[src/rtl/irrigation_sequencer_if.sv]
// Irrigation sequencer bus: sensor/tick inputs and registered valve,
// alarm and status outputs.
//   slave  : sequencer side (samples sensors, drives outputs)
//   master : environment side (drives sensors and tick, observes outputs)
interface irrigation_sequencer_if;
  logic       tick_1s;
  logic       H;
  logic       M;
  logic       L;
  logic       Ua;
  logic       Us;
  logic       T;
  logic       Ve;
  logic       Bs;
  logic       Vs;
  logic       Alarme;
  logic       Erro;
  logic [2:0] estado;
  logic [7:0] tempo;

  modport slave (
    input  tick_1s, H, M, L, Ua, Us, T,
    output Ve, Bs, Vs, Alarme, Erro, estado, tempo
  );

  modport master (
    output tick_1s, H, M, L, Ua, Us, T,
    input  Ve, Bs, Vs, Alarme, Erro, estado, tempo
  );
endinterface

[src/rtl/irrigation_sequencer.sv]
// Irrigation sequencer: chooses drip or sprayer irrigation from soil/air/
// temperature sensors, bounds each cycle between MIN_ON and MAX_ON seconds,
// rests COOL seconds afterwards, runs the tank inlet valve with H/M
// hysteresis and latches a sticky fault on an impossible level pattern.
// Ports:
//   clk       : system clock
//   reiniciar : asynchronous active-low reset
//   bus       : sensors + tick_1s in, Ve/Bs/Vs/Alarme/Erro/estado/tempo out
//
// state    | meaning
// IDLE     | waiting for demand (dry soil and water in tank)
// DRIP     | drip valve open
// SPRAY    | sprinkler valve open
// COOLDOWN | rest period after any irrigation cycle
// FAULT    | level probes inconsistent; all valves closed until reset
module irrigation_sequencer #(
  parameter int DEBOUNCE = 3,
  parameter int MIN_ON   = 10,
  parameter int MAX_ON   = 60,
  parameter int COOL     = 5
) (
  input  logic                 clk,
  input  logic                 reiniciar,
  irrigation_sequencer_if.slave bus
);

  typedef enum logic [2:0] {
    ST_IDLE     = 3'd0,
    ST_DRIP     = 3'd1,
    ST_SPRAY    = 3'd2,
    ST_COOLDOWN = 3'd3,
    ST_FAULT    = 3'd4
  } state_t;

  localparam logic [3:0] DEBOUNCE_C = 4'(DEBOUNCE);
  localparam logic [7:0] MIN_ON_C   = 8'(MIN_ON);
  localparam logic [7:0] MAX_ON_C   = 8'(MAX_ON);
  localparam logic [7:0] COOL_LAST  = 8'(COOL - 1);

  // Synchronizers, bit order {H, M, L, Ua, Us, T}
  logic [5:0] sync1_q, sync2_q;
  logic       sH, sM, sL, sUa, sUs, sT;

  state_t     state_q, state_d;
  logic [7:0] tempo_q, tempo_d;
  logic [3:0] inv_cnt_q, inv_cnt_d;
  logic       ve_q, ve_d;
  logic       bs_q, vs_q, alarme_q, erro_q;

  logic       invalid, fault, demand, drip_mode;

  assign {sH, sM, sL, sUa, sUs, sT} = sync2_q;

  assign invalid   = (sH & ~sM) | (sM & ~sL);
  assign fault     = (inv_cnt_q >= DEBOUNCE_C);
  assign demand    = ~sUs & sL;
  assign drip_mode = sT | ~sUa;

  always_comb begin
    inv_cnt_d = inv_cnt_q;
    if (bus.tick_1s) begin
      if (!invalid)               inv_cnt_d = 4'd0;
      else if (inv_cnt_q != 4'hF) inv_cnt_d = inv_cnt_q + 4'd1;
    end
  end

  // Mode is fixed by the IDLE exit target; DRIP/SPRAY never swap mid-cycle.
  always_comb begin
    state_d = state_q;
    case (state_q)
      ST_IDLE: begin
        if (fault)       state_d = ST_FAULT;
        else if (demand) state_d = drip_mode ? ST_DRIP : ST_SPRAY;
      end
      ST_DRIP, ST_SPRAY: begin
        if (fault)                              state_d = ST_FAULT;
        else if (!sL)                           state_d = ST_COOLDOWN;
        else if (tempo_q >= MAX_ON_C)           state_d = ST_COOLDOWN;
        else if (tempo_q >= MIN_ON_C && !demand) state_d = ST_COOLDOWN;
      end
      ST_COOLDOWN: begin
        if (fault)                                    state_d = ST_FAULT;
        else if (bus.tick_1s && tempo_q >= COOL_LAST) state_d = ST_IDLE;
      end
      ST_FAULT: state_d = ST_FAULT;
      default:  state_d = ST_IDLE;
    endcase
  end

  always_comb begin
    tempo_d = tempo_q;
    if (state_d != state_q)                tempo_d = 8'd0;
    else if (bus.tick_1s && tempo_q != 8'hFF) tempo_d = tempo_q + 8'd1;
  end

  // Inlet hysteresis: H full stops filling, losing M starts filling.
  always_comb begin
    ve_d = ve_q;
    if (state_d == ST_FAULT) ve_d = 1'b0;
    else if (sH)             ve_d = 1'b0;
    else if (!sM)            ve_d = 1'b1;
  end

  always_ff @(posedge clk or negedge reiniciar) begin
    if (!reiniciar) begin
      sync1_q   <= 6'd0;
      sync2_q   <= 6'd0;
      state_q   <= ST_IDLE;
      tempo_q   <= 8'd0;
      inv_cnt_q <= 4'd0;
      ve_q      <= 1'b0;
      bs_q      <= 1'b0;
      vs_q      <= 1'b0;
      alarme_q  <= 1'b0;
      erro_q    <= 1'b0;
    end else begin
      sync1_q   <= {bus.H, bus.M, bus.L, bus.Ua, bus.Us, bus.T};
      sync2_q   <= sync1_q;
      state_q   <= state_d;
      tempo_q   <= tempo_d;
      inv_cnt_q <= inv_cnt_d;
      ve_q      <= ve_d;
      // Outputs decoded from next state so they change with the state register.
      bs_q      <= (state_d == ST_SPRAY);
      vs_q      <= (state_d == ST_DRIP);
      alarme_q  <= ~sL & (state_d != ST_FAULT);
      erro_q    <= (state_d == ST_FAULT);
    end
  end

  assign bus.Ve     = ve_q;
  assign bus.Bs     = bs_q;
  assign bus.Vs     = vs_q;
  assign bus.Alarme = alarme_q;
  assign bus.Erro   = erro_q;
  assign bus.estado = state_q;
  assign bus.tempo  = tempo_q;

endmodule

[src/flat_wrapper.sv]
// flat-port wrapper written by rule: the top's interface ports become plain ports
module irrigation_sequencer_flat 
#(
  parameter int DEBOUNCE = 3,
  parameter int MIN_ON   = 10,
  parameter int MAX_ON   = 60,
  parameter int COOL     = 5
)
  (clk, reiniciar, bus_tick_1s, bus_H, bus_M, bus_L, bus_Ua, bus_Us, bus_T, bus_Ve, bus_Bs, bus_Vs, bus_Alarme, bus_Erro, bus_estado, bus_tempo);
  irrigation_sequencer_if bus_i ();
  input  logic clk;
  input  logic reiniciar;
  input wire logic [$bits(bus_i.tick_1s)-1:0] bus_tick_1s;
  input wire logic [$bits(bus_i.H)-1:0] bus_H;
  input wire logic [$bits(bus_i.M)-1:0] bus_M;
  input wire logic [$bits(bus_i.L)-1:0] bus_L;
  input wire logic [$bits(bus_i.Ua)-1:0] bus_Ua;
  input wire logic [$bits(bus_i.Us)-1:0] bus_Us;
  input wire logic [$bits(bus_i.T)-1:0] bus_T;
  output wire logic [$bits(bus_i.Ve)-1:0] bus_Ve;
  output wire logic [$bits(bus_i.Bs)-1:0] bus_Bs;
  output wire logic [$bits(bus_i.Vs)-1:0] bus_Vs;
  output wire logic [$bits(bus_i.Alarme)-1:0] bus_Alarme;
  output wire logic [$bits(bus_i.Erro)-1:0] bus_Erro;
  output wire logic [$bits(bus_i.estado)-1:0] bus_estado;
  output wire logic [$bits(bus_i.tempo)-1:0] bus_tempo;
  assign bus_i.tick_1s = bus_tick_1s;
  assign bus_i.H = bus_H;
  assign bus_i.M = bus_M;
  assign bus_i.L = bus_L;
  assign bus_i.Ua = bus_Ua;
  assign bus_i.Us = bus_Us;
  assign bus_i.T = bus_T;
  assign bus_Ve = bus_i.Ve;
  assign bus_Bs = bus_i.Bs;
  assign bus_Vs = bus_i.Vs;
  assign bus_Alarme = bus_i.Alarme;
  assign bus_Erro = bus_i.Erro;
  assign bus_estado = bus_i.estado;
  assign bus_tempo = bus_i.tempo;
  irrigation_sequencer #(.DEBOUNCE(DEBOUNCE), .MIN_ON(MIN_ON), .MAX_ON(MAX_ON), .COOL(COOL)) u_core (.clk(clk), .reiniciar(reiniciar), .bus(bus_i));
endmodule
[config.mk]
export PLATFORM = sky130hd
export DESIGN_NAME = irrigation_sequencer_flat
export DESIGN_NICKNAME = d
export VERILOG_FILES = /design/src/rtl/irrigation_sequencer_if.sv /design/src/rtl/irrigation_sequencer.sv /design/src/flat_wrapper.sv
export SDC_FILE = /design/constraint.sdc
export NUM_CORES = 1
export LEC_CHECK = 0
export ABC_AREA = 0
export CAP_MARGIN = 20
export CELL_PAD_IN_SITES_DETAIL_PLACEMENT = 1
export CELL_PAD_IN_SITES_GLOBAL_PLACEMENT = 2
export CORE_AREA = 5 5 83 62
export CTS_BUF_LIST = sky130_fd_sc_hd__clkbuf_4 sky130_fd_sc_hd__clkbuf_8
export CTS_CLUSTER_DIAMETER = 100
export DETAILED_ROUTE_END_ITERATION = 10
export DIE_AREA = 0 0 88 67
export PLACE_DENSITY_LB_ADDON = 0.08
export SLEW_MARGIN = 20
export SYNTH_ARGS = -nofsm -noshare
export SYNTH_HDL_FRONTEND = slang
export SYNTH_SLANG_ARGS = --single-unit
[constraint.sdc]
create_clock -name clk -period 6.1 [get_ports clk]
set_clock_uncertainty 0.15 [all_clocks]
set_input_delay 1.525 -clock clk [delete_from_list [all_inputs] [get_ports clk]]
set_output_delay 1.525 -clock clk [all_outputs]
set_load 0.02 [all_outputs]
==> report_table.html, run 1 <==
<table>
<tr><th>Metric</th><th>Value</th></tr>
<tr><th colspan="2">Timing</th></tr>
<tr><td>Highest clock frequency the design can meet</td><td>slightly below 300 MHz</td></tr>
<tr><td>Slack of the critical path</td><td>roughly 2.7 ns</td></tr>
<tr><td>Final number of setup-violating endpoints</td><td>0</td></tr>
<tr><td>RSZ-0062 raised after global routing</td><td>false</td></tr>
<tr><td>Tcrit/Tclk final</td><td>0.5553</td></tr>
<tr><td>Post-route setup TNS</td><td>0 ns</td></tr>
<tr><td>Count of pins over their slew limit</td><td>0</td></tr>
<tr><td>Normalized max-slew margin</td><td>0.5949</td></tr>
<tr><td>Hold Fails Final Rpt</td><td>0</td></tr>
<tr><td>Tightest Pin Transition</td><td>about 0.60 ns</td></tr>
<tr><td>Time the final worst path needs with I/O delays and setup</td><td>approximately 3.4 ns</td></tr>
<tr><th colspan="2">Clocking</th></tr>
<tr><td>Number of CTS-inserted buffers</td><td>5</td></tr>
<tr><td>Clock tree from TritonCTS</td><td>done</td></tr>
<tr><td>CTS Hold Buffers Added</td><td>0</td></tr>
<tr><td>Buffers inserted during post-CTS setup optimization</td><td>0</td></tr>
<tr><td>Number of sinks driven by the clock tree</td><td>32</td></tr>
<tr><td>Number of gates resized after CTS</td><td>0</td></tr>
<tr><td>Maximum buffer depth of the clock tree</td><td>2</td></tr>
<tr><td>Clock root buffer</td><td>sky130_fd_sc_hd__clkbuf_8</td></tr>
<tr><td>H-tree depth reported by CTS</td><td>2</td></tr>
<tr><td>Post-CTS clock slew at the launch and capture registers of the worst setup and hold paths</td><td>roughly 0.060 ns</td></tr>
<tr><td>Clk Latency, worst-skew pair</td><td>between 0.2 and 0.3 ns</td></tr>
<tr><th colspan="2">Worst setup path</th></tr>
<tr><td>Delay contributed by the slowest stage of the critical path</td><td>between 0.6 and 0.7 ns</td></tr>
<tr><td>Buffers and inverters on the worst path</td><td>1</td></tr>
<tr><td>Element type at the critical path end</td><td>flop</td></tr>
<tr><td>Startpoint-to-endpoint class of the critical path</td><td>in2reg</td></tr>
<tr><td>Critical register-to-register path startpoint</td><td>u_core.inv_cnt_q[0]$_DFFE_PN0P_</td></tr>
<tr><td>CP max-delay cell</td><td>sky130_fd_sc_hd__clkdlybuf4s50_1</td></tr>
<tr><td>Critical path origin</td><td>bus_tick_1s</td></tr>
<tr><td>Critical path arrival</td><td>roughly 3.4 ns</td></tr>
<tr><td>Worst path top cell family by delay</td><td>compound AO/OA/AOI/OAI gates</td></tr>
<tr><td>Startpoint type of the worst setup path</td><td>primary input</td></tr>
<tr><td>Maximum fanout along the worst path</td><td>8</td></tr>
<tr><td>Required time reported for the critical path endpoint</td><td>roughly 6.1 ns</td></tr>
<tr><td>Critical-path cell list</td><td>clkdlybuf4s50_1, and3b_1, a41o_2, a32o_2, o2111ai_4, nor2_1</td></tr>
<tr><td>Setup slack of the most critical reg-to-reg path</td><td>around 3.8 ns</td></tr>
<tr><th colspan="2">Drt</th></tr>
<tr><td>Routed length per placed instance</td><td>between 15 and 20 um</td></tr>
<tr><td>DRC viols</td><td>0</td></tr>
<tr><td>Length of the first detailed-routing pass in iterations</td><td>4</td></tr>
<tr><td>Antenna-violating nets left</td><td>0</td></tr>
<tr><td>Sum of routed wire length over all layers</td><td>about 3.7 mm</td></tr>
<tr><td>DR vias</td><td>~1.2k</td></tr>
<tr><td>Vias per Instance</td><td>approximately 5.2</td></tr>
<tr><td>Number of DRC markers in iteration 0</td><td>52</td></tr>
<tr><th colspan="2">Yosys</th></tr>
<tr><td>Synthesized-area fraction occupied by and/or/nand/nor cells</td><td>0.1989</td></tr>
<tr><td>Async set-reset flop share out of synthesis</td><td>1.000</td></tr>
<tr><td>Yosys Warn Count</td><td>0</td></tr>
<tr><td>Dominant cell type by area after synthesis</td><td>sky130_fd_sc_hd__dfrtp_1</td></tr>
<tr><td>XOR/XNOR share of the synthesized area</td><td>0.02228</td></tr>
<tr><td>Number of instances in the synthesized netlist</td><td>148</td></tr>
<tr><td>Most used flip-flop cell after synthesis</td><td>sky130_fd_sc_hd__dfrtp_1</td></tr>
<tr><td>Post-synth EDFFs</td><td>0</td></tr>
<tr><td>Largest family of logic cells by synthesized area</td><td>simple AND/OR/NAND/NOR gates</td></tr>
<tr><td>Sequential element share of the synthesized area</td><td>0.5091</td></tr>
<tr><td>Fraction of synthesized area in multiplexers</td><td>0.006364</td></tr>
<tr><td>Dominant cells by area after synthesis</td><td>sky130_fd_sc_hd__dfrtp_1 51%, sky130_fd_sc_hd__nor2_1 4.1%, sky130_fd_sc_hd__ha_1 3.2%, sky130_fd_sc_hd__o21ai_0 3.2%, sky130_fd_sc_hd__nand2_1 2.9%</td></tr>
<tr><td>Post-synthesis sequential element count</td><td>32</td></tr>
<tr><td>Number of library cell types mapped by synthesis</td><td>43</td></tr>
<tr><td>Library cell with the highest instance count after synthesis</td><td>sky130_fd_sc_hd__dfrtp_1</td></tr>
<tr><td>Number of nets in the synthesized netlist</td><td>about 160</td></tr>
<tr><td>Synth top cells by count</td><td>32 x sky130_fd_sc_hd__dfrtp_1, 17 x sky130_fd_sc_hd__nor2_1, 12 x sky130_fd_sc_hd__nand2_1, 10 x sky130_fd_sc_hd__o21ai_0, 9 x sky130_fd_sc_hd__inv_1</td></tr>
<tr><td>Area fraction in compound gates after synthesis</td><td>0.1854</td></tr>
<tr><td>Synth top area share</td><td>0.5091</td></tr>
<tr><td>Area of the mapped netlist</td><td>~1600 um^2</td></tr>
<tr><td>Synth Area per Inst</td><td>10.63 um^2</td></tr>
<tr><td>Adder-cell share of the synthesized area</td><td>0.03182</td></tr>
<tr><th colspan="2">Floorplanning</th></tr>
<tr><td>Full die area</td><td>5896 um^2</td></tr>
<tr><td>Placeable core region</td><td>4229 um^2</td></tr>
<tr><td>IO Count</td><td>25</td></tr>
<tr><td>Die outline width</td><td>just under 90 um</td></tr>
<tr><td>Initial core utilization</td><td>0.3719</td></tr>
<tr><td>Die Y-Extent</td><td>around 67 um</td></tr>
<tr><td>Row cnt</td><td>20</td></tr>
<tr><th colspan="2">Finish</th></tr>
<tr><td>Ant diodes</td><td>0</td></tr>
<tr><td>Net count reported at finish</td><td>between 150 and 200</td></tr>
<tr><td>Share of final-layout standard cells stronger than drive strength 1</td><td>0.1250</td></tr>
<tr><td>Register cell area after layout</td><td>about 800 um^2</td></tr>
<tr><td>Multi-input combinational cell area</td><td>around 700 um^2</td></tr>
<tr><td>Area growth syn-to-layout</td><td>23.87%</td></tr>
<tr><td>Count of fill cells added during filler insertion</td><td>482</td></tr>
<tr><th colspan="2">Global routing</th></tr>
<tr><td>Global router's overall resource usage</td><td>0.1421</td></tr>
<tr><td>Global-route wire length before repair</td><td>between 6 and 7 mm</td></tr>
<tr><td>Number of antenna violations at the first check in global routing</td><td>0</td></tr>
<tr><td>GRT Residual Overflow</td><td>0</td></tr>
<tr><td>Maximum number of pins on one net before global-route repair</td><td>33</td></tr>
<tr><td>Vias in the first global route</td><td>1,260</td></tr>
<tr><th colspan="2">Power</th></tr>
<tr><td>Peak supply drop</td><td>~0.16 mV</td></tr>
<tr><td>Static leakage power</td><td>approximately 0.78 nW</td></tr>
<tr><td>Pwr Density</td><td>~380 nW/um^2</td></tr>
<tr><th colspan="2">Placed design</th></tr>
<tr><td>Number of port buffers</td><td>24</td></tr>
<tr><td>Pre-CTS WS</td><td>about 2.4 ns</td></tr>
<tr><td>RePlAce Congestion</td><td>between 0.8 and 0.9</td></tr>
<tr><td>Post-detailed-placement half-perimeter wirelength</td><td>2.807 mm</td></tr>
<tr><th colspan="2">Status</th></tr>
<tr><td>Status</td><td>completed</td></tr>
<tr><th colspan="2">Min path</th></tr>
<tr><td>Start point of the worst min-delay path</td><td>u_core.sync1_q[3]$_DFF_PN0_</td></tr>
<tr><td>Worst min-delay path category</td><td>reg2reg</td></tr>
<tr><th colspan="2">Run</th></tr>
<tr><td>Max_cap viols</td><td>0</td></tr>
</table>
[final timing paths]
path,endpoint,depth (start not counted)
min,u_core.sync2_q[3]$_DFF_PN0_,0
min in group asynchronous,u_core.bus.Alarme$_DFF_PN0_,2
min reg2reg,u_core.sync2_q[3]$_DFF_PN0_,0
max reg2reg,u_core.bus.tempo[7]$_DFFE_PN0P_,6
max in group asynchronous,u_core.bus.tempo[4]$_DFFE_PN0P_,2
max,u_core.bus.tempo[6]$_DFFE_PN0P_,6
[placed cells by master (no fill, tap or decap), types with 6 or more instances in the layout]
cell / n
sky130_fd_sc_hd__nor3_1: 6
sky130_fd_sc_hd__nor2_1: 17
sky130_fd_sc_hd__nand2_1: 12
sky130_fd_sc_hd__o21ai_0: 10
sky130_fd_sc_hd__dfrtp_1: 32
sky130_fd_sc_hd__inv_1: 9
sky130_fd_sc_hd__clkdlybuf4s50_1: 24
sky130_fd_sc_hd__clkbuf_8: 6
[sequential cells by signal, summed over array words and instances, names as in the netlist]
register and cells:
u_core.bus.Vs 1, u_core.bus.estado 3, u_core.bus.tempo 8, u_core.inv_cnt_q 4, u_core.bus.Alarme 1, u_core.bus.Erro 1, u_core.bus.Bs 1, u_core.sync1_q 6
u_core.bus.Ve 1, u_core.sync2_q 6
[layout make-up]
| class | instances | area share |
|---|---|---|
| Sequential cell | 32 | 0.4110 |
| Multi-Input combinational cell | 102 | 0.3590 |
| Timing Repair Buffer | 25 | 0.1272 |
| Clock buffer | 7 | 0.04624 |
| Tap cell | 55 | 0.03532 |
| Inverter | 9 | 0.01734 |
| Clock inverter | 1 | 0.003854 |
[per-layer routing]
metal  up-vias  wire [um]  global-route usage
met2        25       1657              0.2143
li1        583          -                   -
met1       596       1887              0.1941
met4         0         40             0.05172
met3         6        161             0.03832
met5         -          0                   0
[cells by family after synthesis]
kind of cell	after synthesis
AOI/OAI and AO/OA	34
xor gates and xnor gates	4
adders and majority gates	4
buffers and inverters	14
DFF	32
muxes	1
and+or+nand+nor	59
[per-stage QoR]
step                hold WS (ns)    util  instance area [um^2]  total power, mW  std cells
floorplan                 0.1812       -                  1573           0.4733        148
global placement          0.1816  0.4376                  1851           0.5718        223
detailed placement        0.1872  0.4376                  1851           0.5777        223
CTS                       0.2020  0.4607                  1948           0.7511        231
global route              0.2103  0.4607                  1948           0.7920        231
finish                    0.1999  0.4607                  1948           0.7430        231
[power breakdown]
part | leakage, nW | switching [mW] | internal [mW]
Combinational | 0.329 | 0.161 | 0.121
Clock | 0.0479 | 0.0755 | 0.0960
Sequential | 0.406 | 0.0450 | 0.244
No activity file was read; power rests on OpenSTA's default activity.
==> inputs of run 2 (changes only) <==
Settings changed: CORE_AREA 5 5 83 62 to 5 5 90 67, DIE_AREA 0 0 88 67 to 0 0 95 72.
Clock period 6.1 ns to 2.95 ns, I/O delays scaled along.
==> run 2 against run 1 <==
  * Routed wire length down 0.99%
  * Setup slack worse by 2.2 ns
  * Via count up 0.91%
  * Critical path type is now reg2out
  * Largest cell class unchanged
  * Largest power group unchanged
==> report_table.html, run 2 (same netlist as run 1, synthesis figures left out) <==
<table>
<tr><th>Metric</th><th>Value</th></tr>
<tr><th colspan="2">Worst setup path</th></tr>
<tr><td>Buffers and inverters on the worst path</td><td>1 (unchanged)</td></tr>
<tr><td>Critical path arrival</td><td>1.57 ns (-1.82 ns)</td></tr>
<tr><td>Startpoint-to-endpoint class of the critical path</td><td>reg2out</td></tr>
<tr><td>Worst path top cell family by delay</td><td>buffers and inverters</td></tr>
<tr><td>Required time reported for the critical path endpoint</td><td>2.06 ns (-4.04 ns)</td></tr>
<tr><td>Setup slack of the most critical reg-to-reg path</td><td>0.67 ns (-3.11 ns)</td></tr>
<tr><td>Element type at the critical path end</td><td>output port</td></tr>
<tr><td>Maximum fanout along the worst path</td><td>9 (+1)</td></tr>
<tr><td>CP max-delay cell</td><td>sky130_fd_sc_hd__clkdlybuf4s50_1</td></tr>
<tr><td>Delay contributed by the slowest stage of the critical path</td><td>0.69 ns (+0.03 ns)</td></tr>
<tr><td>Critical-path cell list</td><td>clkdlybuf4s50_1</td></tr>
<tr><td>Startpoint type of the worst setup path</td><td>flop</td></tr>
<tr><th colspan="2">Timing</th></tr>
<tr><td>Final number of setup-violating endpoints</td><td>0 (unchanged)</td></tr>
<tr><td>Normalized max-slew margin</td><td>0.6156 (+0.02075)</td></tr>
<tr><td>Tightest Pin Transition</td><td>0.5713 ns (-0.03004 ns)</td></tr>
<tr><td>Worst hold margin</td><td>0.1980 ns (-0.001865 ns)</td></tr>
<tr><td>Hold Fails Final Rpt</td><td>0 (unchanged)</td></tr>
<tr><td>Tcrit/Tclk final</td><td>0.8314</td></tr>
<tr><td>Slack of the critical path</td><td>0.4975 ns (-2.215 ns)</td></tr>
<tr><td>Count of pins over their slew limit</td><td>0 (unchanged)</td></tr>
<tr><td>Post-route setup TNS</td><td>0 ns (unchanged)</td></tr>
<tr><td>Highest clock frequency the design can meet</td><td>407.7 MHz</td></tr>
<tr><td>RSZ-0062 raised after global routing</td><td>false</td></tr>
<tr><td>Time the final worst path needs with I/O delays and setup</td><td>2.453 ns</td></tr>
<tr><th colspan="2">Placed design</th></tr>
<tr><td>RePlAce Congestion</td><td>0.7703 (-5.4%)</td></tr>
<tr><td>Pre-CTS WS</td><td>0.2740 ns (-2.122 ns)</td></tr>
<tr><td>Number of cells in the design after placement</td><td>242 (+8.5%)</td></tr>
<tr><td>Post-detailed-placement half-perimeter wirelength</td><td>2.713 mm (-3.4%)</td></tr>
<tr><td>Number of port buffers</td><td>24 (unchanged)</td></tr>
<tr><th colspan="2">Clocking</th></tr>
<tr><td>Number of sinks driven by the clock tree</td><td>32 (unchanged)</td></tr>
<tr><td>Post-CTS clock slew at the launch and capture registers of the worst setup and hold paths</td><td>0.07 ns (about the same)</td></tr>
<tr><td>Clock tree from TritonCTS</td><td>done</td></tr>
<tr><td>Buffers inserted during post-CTS setup optimization</td><td>0 (unchanged)</td></tr>
<tr><td>Number of gates resized after CTS</td><td>0 (unchanged)</td></tr>
<tr><td>Clock root buffer</td><td>sky130_fd_sc_hd__clkbuf_8</td></tr>
<tr><td>CTS Hold Buffers Added</td><td>0 (unchanged)</td></tr>
<tr><td>Clk Latency, worst-skew pair</td><td>0.29 ns (about the same)</td></tr>
<tr><td>Maximum buffer depth of the clock tree</td><td>2 (unchanged)</td></tr>
<tr><td>H-tree depth reported by CTS</td><td>2 (unchanged)</td></tr>
<tr><td>Number of CTS-inserted buffers</td><td>5 (unchanged)</td></tr>
<tr><th colspan="2">Finish</th></tr>
<tr><td>Max FFs per register</td><td>8 (unchanged)</td></tr>
<tr><td>Area growth syn-to-layout</td><td>27.05%</td></tr>
<tr><td>Net count reported at finish</td><td>190 (+1.1%)</td></tr>
<tr><td>Ant diodes</td><td>0 (unchanged)</td></tr>
<tr><td>Most common cell after layout, fill and taps aside</td><td>sky130_fd_sc_hd__dfrtp_1</td></tr>
<tr><td>End-of-flow core utilization</td><td>0.3945 (-0.06614)</td></tr>
<tr><td>Share of final-layout standard cells stronger than drive strength 1</td><td>0.1348 (+0.009831)</td></tr>
<tr><td>Top library cells by usage in the layout, fill and taps aside</td><td>32 x sky130_fd_sc_hd__dfrtp_1, 24 x sky130_fd_sc_hd__clkdlybuf4s50_1, 17 x sky130_fd_sc_hd__nor2_1</td></tr>
<tr><td>Final Non-Filler Cells</td><td>250 (+8.2%)</td></tr>
<tr><th colspan="2">Global routing</th></tr>
<tr><td>Vias in the first global route</td><td>1,231 (-2.3%)</td></tr>
<tr><td>Global-route wire length before repair</td><td>6.141 mm (-2.7%)</td></tr>
<tr><td>Global router's overall resource usage</td><td>0.1187 (-0.02339)</td></tr>
<tr><td>Maximum number of pins on one net before global-route repair</td><td>33 (unchanged)</td></tr>
<tr><td>GRT Residual Overflow</td><td>0 (unchanged)</td></tr>
<tr><td>Number of antenna violations at the first check in global routing</td><td>0 (unchanged)</td></tr>
<tr><th colspan="2">Floorplanning</th></tr>
<tr><td>Row cnt</td><td>22 (+10%)</td></tr>
<tr><td>Full die area</td><td>6840 um^2 (+16%)</td></tr>
<tr><td>Die outline width</td><td>95 um (+8.0%)</td></tr>
<tr><td>IO Count</td><td>25 (unchanged)</td></tr>
<tr><td>Placeable core region</td><td>5065 um^2 (+20%)</td></tr>
<tr><td>Die Y-Extent</td><td>72 um (+7.5%)</td></tr>
<tr><td>Initial core utilization</td><td>0.3105 (-0.06137)</td></tr>
<tr><th colspan="2">Drt</th></tr>
<tr><td>Length of the first detailed-routing pass in iterations</td><td>3 (-1)</td></tr>
<tr><td>Routed length per placed instance</td><td>14.84 um (-8.5%)</td></tr>
<tr><td>Number of DRC markers in iteration 0</td><td>30 (-42%)</td></tr>
<tr><td>DRC viols</td><td>0 (unchanged)</td></tr>
<tr><td>Vias per Instance</td><td>4.884 (-6.8%)</td></tr>
<tr><td>DR vias</td><td>1,221 (+0.91%)</td></tr>
<tr><td>Antenna-violating nets left</td><td>0 (unchanged)</td></tr>
<tr><td>Sum of routed wire length over all layers</td><td>3.709 mm (-0.99%)</td></tr>
<tr><th colspan="2">Run</th></tr>
<tr><td>Max_cap viols</td><td>0 (unchanged)</td></tr>
<tr><th colspan="2">Power</th></tr>
<tr><td>Static leakage power</td><td>0.8034 nW (+2.7%)</td></tr>
<tr><td>Pwr Density</td><td>804.1 nW/um^2 (+110%)</td></tr>
<tr><td>Peak supply drop</td><td>0.2957 mV (+85%)</td></tr>
<tr><th colspan="2">Min path</th></tr>
<tr><td>Worst min-delay path category</td><td>reg2reg</td></tr>
<tr><th colspan="2">Status</th></tr>
<tr><td>Status</td><td>completed</td></tr>
</table>
## run 2: per-layer routing
metal / wire length (um) / share of wire / GRT usage / up-vias
met5: 0 / 0 / 0 / -
met2: 1618 / 0.44 / 0.1664 / 22
met4: 60 / 0.016 / 0.05280 / 0
li1: - / - / - / 581
met1: 1872 / 0.50 / 0.1667 / 612
met3: 158 / 0.043 / 0.03731 / 6
## run 2: worst paths after layout
check,startpoint,to,cells after the start
worst min-delay path,u_core.sync1_q[4]$_DFF_PN0_,u_core.sync2_q[4]$_DFF_PN0_,0
worst min register to register,u_core.sync1_q[4]$_DFF_PN0_,u_core.sync2_q[4]$_DFF_PN0_,0
max in group asynchronous,reiniciar,u_core.inv_cnt_q[2]$_DFFE_PN0P_,2
worst max-delay path,u_core.bus.tempo[3]$_DFFE_PN0P_,bus_tempo[3],1
min in group asynchronous,reiniciar,u_core.inv_cnt_q[0]$_DFFE_PN0P_,2
worst max register to register,u_core.inv_cnt_q[0]$_DFFE_PN0P_,u_core.bus.tempo[7]$_DFFE_PN0P_,6
## run 2: layout make-up
type | instances | area, um^2
sequential | 32 | 800.8
multi-input combinational | 102 | 699.4
clock inverter | 2 | 35.03
tap | 72 | 90.09
timing repair buffer | 27 | 262.8
inverter | 9 | 33.78
fill | 579 | 3067
clock buffer | 6 | 76.32
## run 2: stage by stage
stage	area, um^2	power, mW
2_1_floorplan	1573	0.9788
3_3_place_gp	1887	1.185
3_5_place_dp	1887	1.196
4_1_cts	1998	1.634
5_1_grt	1998	1.722
6_report	1998	1.607
## run 2: power breakdown
part           switching (mW)  internal, mW
clock network           0.166         0.260
logic                   0.334         0.253
registers              0.0885         0.505
